**src/rtl/sync_down_counter_pkg.sv**
```systemverilog
// Shared mode encodings and run/halt state type for the down counter.
// Imported by sync_down_counter and sync_down_prescaler.
package sync_down_counter_pkg;

  localparam logic [1:0] MODE_WRAP    = 2'b00;
  localparam logic [1:0] MODE_RELOAD  = 2'b01;
  localparam logic [1:0] MODE_ONESHOT = 2'b10;

  typedef enum logic {
    RUN  = 1'b0,
    HALT = 1'b1
  } state_t;

endpackage

```
**src/rtl/sync_down_prescaler.sv**
```systemverilog
// Modulo-PRESCALE tick counter; tick marks the advancing cycle that closes a period.
// Used by sync_down_counter only when SYNC_DOWN_COUNTER_PRESCALE_EN is defined.
module sync_down_prescaler
  import sync_down_counter_pkg::*;
#(
  parameter int PRESCALE = 4
) (
  input  logic clk,
  input  logic reset_n,
  input  logic clr,
  input  logic adv,
  output logic tick
);

  localparam int CW = (PRESCALE > 1) ? $clog2(PRESCALE) : 1;
  localparam logic [CW-1:0] LAST = CW'(PRESCALE - 1);

  logic [CW-1:0] cnt;

  assign tick = adv && (cnt == LAST);

  always_ff @(posedge clk or negedge reset_n) begin
    if (!reset_n) begin
      cnt <= '0;
    end else if (clr) begin
      cnt <= '0;
    end else if (adv) begin
      cnt <= (cnt == LAST) ? '0 : cnt + 1'b1;
    end
  end

endmodule

```
**src/rtl/sync_down_counter.sv**
```systemverilog
// WIDTH-bit down counter with parallel load and WRAP / RELOAD / ONESHOT modes.
// Optional prescaler enabled by defining SYNC_DOWN_COUNTER_PRESCALE_EN.
module sync_down_counter
  import sync_down_counter_pkg::*;
#(
  parameter int               WIDTH     = 4,
  parameter logic [WIDTH-1:0] RESET_VAL = {WIDTH{1'b1}}
`ifdef SYNC_DOWN_COUNTER_PRESCALE_EN
  ,
  parameter int               PRESCALE  = 4
`endif
) (
  input  logic             clk,
  input  logic             reset_n,
  input  logic             en,
  input  logic             load,
  input  logic [WIDTH-1:0] load_val,
  input  logic [1:0]       mode,
  output logic [WIDTH-1:0] Q,
  output logic             underflow,
  output logic             done,
  output logic             zero
);

  state_t           state;
  logic [WIDTH-1:0] reload_reg;
  logic             run_en;
  logic             step;

  assign run_en = en && (state == RUN);
  assign zero   = (Q == '0);

`ifdef SYNC_DOWN_COUNTER_PRESCALE_EN
  // Load wins over en, so the prescaler must not advance on a load cycle.
  sync_down_prescaler #(
    .PRESCALE(PRESCALE)
  ) u_prescaler (
    .clk    (clk),
    .reset_n(reset_n),
    .clr    (load),
    .adv    (run_en && !load),
    .tick   (step)
  );
`else
  assign step = run_en;
`endif

  always_ff @(posedge clk or negedge reset_n) begin
    if (!reset_n) begin
      Q          <= RESET_VAL;
      reload_reg <= RESET_VAL;
      state      <= RUN;
      underflow  <= 1'b0;
      done       <= 1'b0;
    end else if (load) begin
      Q          <= load_val;
      reload_reg <= load_val;
      state      <= RUN;
      underflow  <= 1'b0;
      done       <= 1'b0;
    end else if (step) begin
      if (Q != '0) begin
        Q         <= Q - 1'b1;
        underflow <= 1'b0;
      end else begin
        // Zero crossing: the terminal-count event, mode selects the follow-up.
        underflow <= 1'b1;
        case (mode)
          MODE_RELOAD:  Q <= reload_reg;
          MODE_ONESHOT: begin
            state <= HALT;
            done  <= 1'b1;
          end
          default:      Q <= {WIDTH{1'b1}};
        endcase
      end
    end else begin
      underflow <= 1'b0;
    end
  end

endmodule

```
**config.mk**
```make
export PLATFORM = sky130hd
export DESIGN_NAME = sync_down_counter
export DESIGN_NICKNAME = d
export VERILOG_FILES = /design/src/rtl/sync_down_counter_pkg.sv /design/src/rtl/sync_down_prescaler.sv /design/src/rtl/sync_down_counter.sv
export SDC_FILE = /design/constraint.sdc
export NUM_CORES = 1
export LEC_CHECK = 0
export ABC_CLOCK_PERIOD_IN_PS = 5200
export CAP_MARGIN = 40
export CORE_AREA = 2 2 42 44
export CTS_CLUSTER_DIAMETER = 80
export DETAILED_ROUTE_END_ITERATION = 6
export DIE_AREA = 0 0 44 46
export GPL_TIMING_DRIVEN = 0
export PLACE_DENSITY = 0.63
export SYNTH_ARGS = -nofsm -noshare
export SYNTH_HDL_FRONTEND = slang
export SYNTH_SLANG_ARGS = --single-unit
```
**constraint.sdc**
```tcl
create_clock -name clk -period 5.2 [get_ports clk]
set_input_delay 0.78 -clock clk [delete_from_list [all_inputs] [get_ports clk]]
set_output_delay 0.78 -clock clk [all_outputs]
set_load 0.1 [all_outputs]
```
==> flow_summary.yaml <==
outcome:
  status: "finished clean"
synth:
  yosysTopAreaCellShare_pct: 39.6
  ys_ff_latch: 10
  synth.avg_cell_area_um2: 10.0
  ys.flop_type: "dfstp_2"
  synth_top_area_cell: "dfstp_2"
  synth_warnings: 0
  ys_types: 24
  syn_nets: 64
  synthCells: 53
  synth_area_um2: 531
  yosysSeqAreaShare_pct: 49.1
  async_flop_share_pct: 100
  synthTopCellsByCount: "dfstp_2 (8), inv_1 (8), nor2_1 (4), o21ai_0 (4)"
  synth.area.top_cells: "dfstp_2 (40%), dfrtp_1 (9.4%), mux2_2 (6.4%)"
  synth-edff-count: 0
clocking:
  post_cts_buffers: 0
  htree_num_levels: 1
  path_clk_slew_ns: 0.07
  cts_resized: 0
  cts_tree: "yes"
  cts.path.max_buffers: 2
  clkSinkCount: 10
  clk_latency_ns: 0.26
  clock-root-buffer: "clkbuf_4"
  cts_hold_buf: 0
  cts_buffers: 3
power:
  p_leak_nw: 0.365
  vdd_drop_max_mv: 0.148
  total_power_w: 0.000307
  p_per_area_nw_per_um2: 360
timing:
  tns_ns: 0
  rsz0062_at_grt: "no"
  setup_slack_ns: 2.13
  setup_viol: 0
  finalCritPeriodShare_pct: 59.1
  fin_skew_ns: 0.00266
  post-route-min-period_ns: 3.07
  fin_hold_ws_ns: 0.480
  relSlewSlack_pct: 68.8
  max_freq_mhz: 326
  hold_viol: 0
  tightest_slew_ns: 0.467
  drv_slew: 0
cells_and_area:
  fill_cells: 141
  area_growth_pct: 60.8
  drive_gt1_share_pct: 31.3
  n_antenna_cell: 0
  final_core_util_pct: 52.9
  final_nets: 92
floorplanning:
  die_height_um: 46
  ios: 17
  coreArea_um2: 1610
  initial_core_util_pct: 32.9
  rows: 15
  die-area_um2: 2020
  die_width_um: 44
routing:
  routedWlPerCell_um: 12.8
  ant_nets: 0
  dr_total_vias: 485
  wl_um: 1250
  routed_via_density: 5.00
  drc: 0
  detail_route.first_pass.iterations: 4
  drt_iter0_drc: 10
critical_path:
  start_kind: "flop"
  reg2regPathDepth: 7
  end_kind: "output pin"
  rr_startpoint: "Q[0]"
  endpoint: "zero"
  crit_fanout: 5
  worstPathArrival_ns: 2.29
  r2r-end: "Q[2]"
  startpoint: "Q[0]"
  r2r_setup_slack_ns: 3.20
  cp.required_ns: 4.42
  critPathKind: "flop to output pin"
job:
  max_cap_violations: 0
min_path:
  hp-class: "flop to flop"
placed_design:
  numPortBuffers: 16
  place_congestion: 0.766
  place_ws_ns: 2.45
  hpwl_um: 939
global_route:
  grt_pass1_wl_um: 2130
  grt_pass1_vias: 474
  antenna_found_initial: 0
  grt_max_degree: 11
  overflow: 0
  grt_usage_pct: 14.5
-- metrics by stage --
stage,area [um^2],cells
floorplan,531,53
CTS,853,97
finish,853,97
global placement,712,86
global route,853,97
detailed placement,817,93
-- critical path, cell delays in order (launching register included) --
cell and delay, ns:
dfstp_2 0.38, inv_1 0.08, ha_1 0.20, or3b_4 0.42, inv_1 0.18, clkdlybuf4s50_1 0.56
buf_8 0.21
-- area by class of cell --
type                       count  area (um^2)  share of cell area (%)
timing repair buffer          23          265                    31.1
sequential                    10          260                    30.5
multi-input combinational     34          235                    27.6
clock buffer                   4         36.3                    4.25
inverter                       8         30.0                    3.52
tap                           17         21.3                    2.49
buffer                         1         5.00                   0.587
-- routing by layer --
layer,global-route usage [%],vias to the layer above,part of all wire (%)
li1,-,245,-
met1,18.0,223,43
met2,24.7,17,52
met3,3.97,0,4.3
met4,3.64,0,0
met5,0,-,0
-- how the worst min path moves through the flow --
stage	from	to	slack [ns]	depth (start not counted)
after CTS	reload_reg[1]	reload_reg[1]	0.49	2
after global placement	reload_reg[1]	reload_reg[1]	0.46	2
after detailed placement	reload_reg[1]	reload_reg[1]	0.47	2
after global routing	reload_reg[1]	reload_reg[1]	0.52	2
after floorplan	reload_reg[1]	reload_reg[1]	0.45	2
final	reload_reg[1]	reload_reg[1]	0.48	2
-- kinds of logic (layout without fill, tap and decap cells) --
group	count (synthesis)	after routing	share of synthesized area [%]
fa+ha+maj	1	1	2.36
simple gates	15	15	15.1
buf+inv	9	36	6.60
flops	10	10	49.1
mux	4	4	8.25
compound gates	14	14	18.6
-- power by group --
| group | switching (W) | internal (W) | leakage, nW |
|---|---|---|---|
| clock | 0.0000287 | 0.0000424 | 0.0210 |
| combinational | 0.0000807 | 0.0000523 | 0.232 |
| sequential | 0.00000917 | 0.0000941 | 0.112 |
| total | 0.000119 | 0.000189 | 0.365 |
-- cell usage in the layout, fill, tap and decap left out, drive strengths merged --
cell type	count
mux2i	1
or4	1
nand2	3
o31ai	1
ha	1
o41ai	1
a41oi	1
mux2	3
nor3	3
clkdlybuf4s50	16
nor2	4
or3b	1
o21ai	4
inv	8
o22ai	1
dfstp	8
nor3b	1
buf	8
nand2b	2
o311ai	1
dfrtp	2
a22oi	1
a31oi	2
clkbuf	4
a21oi	1
a22o	1
(Power assumes the default switching activity.)
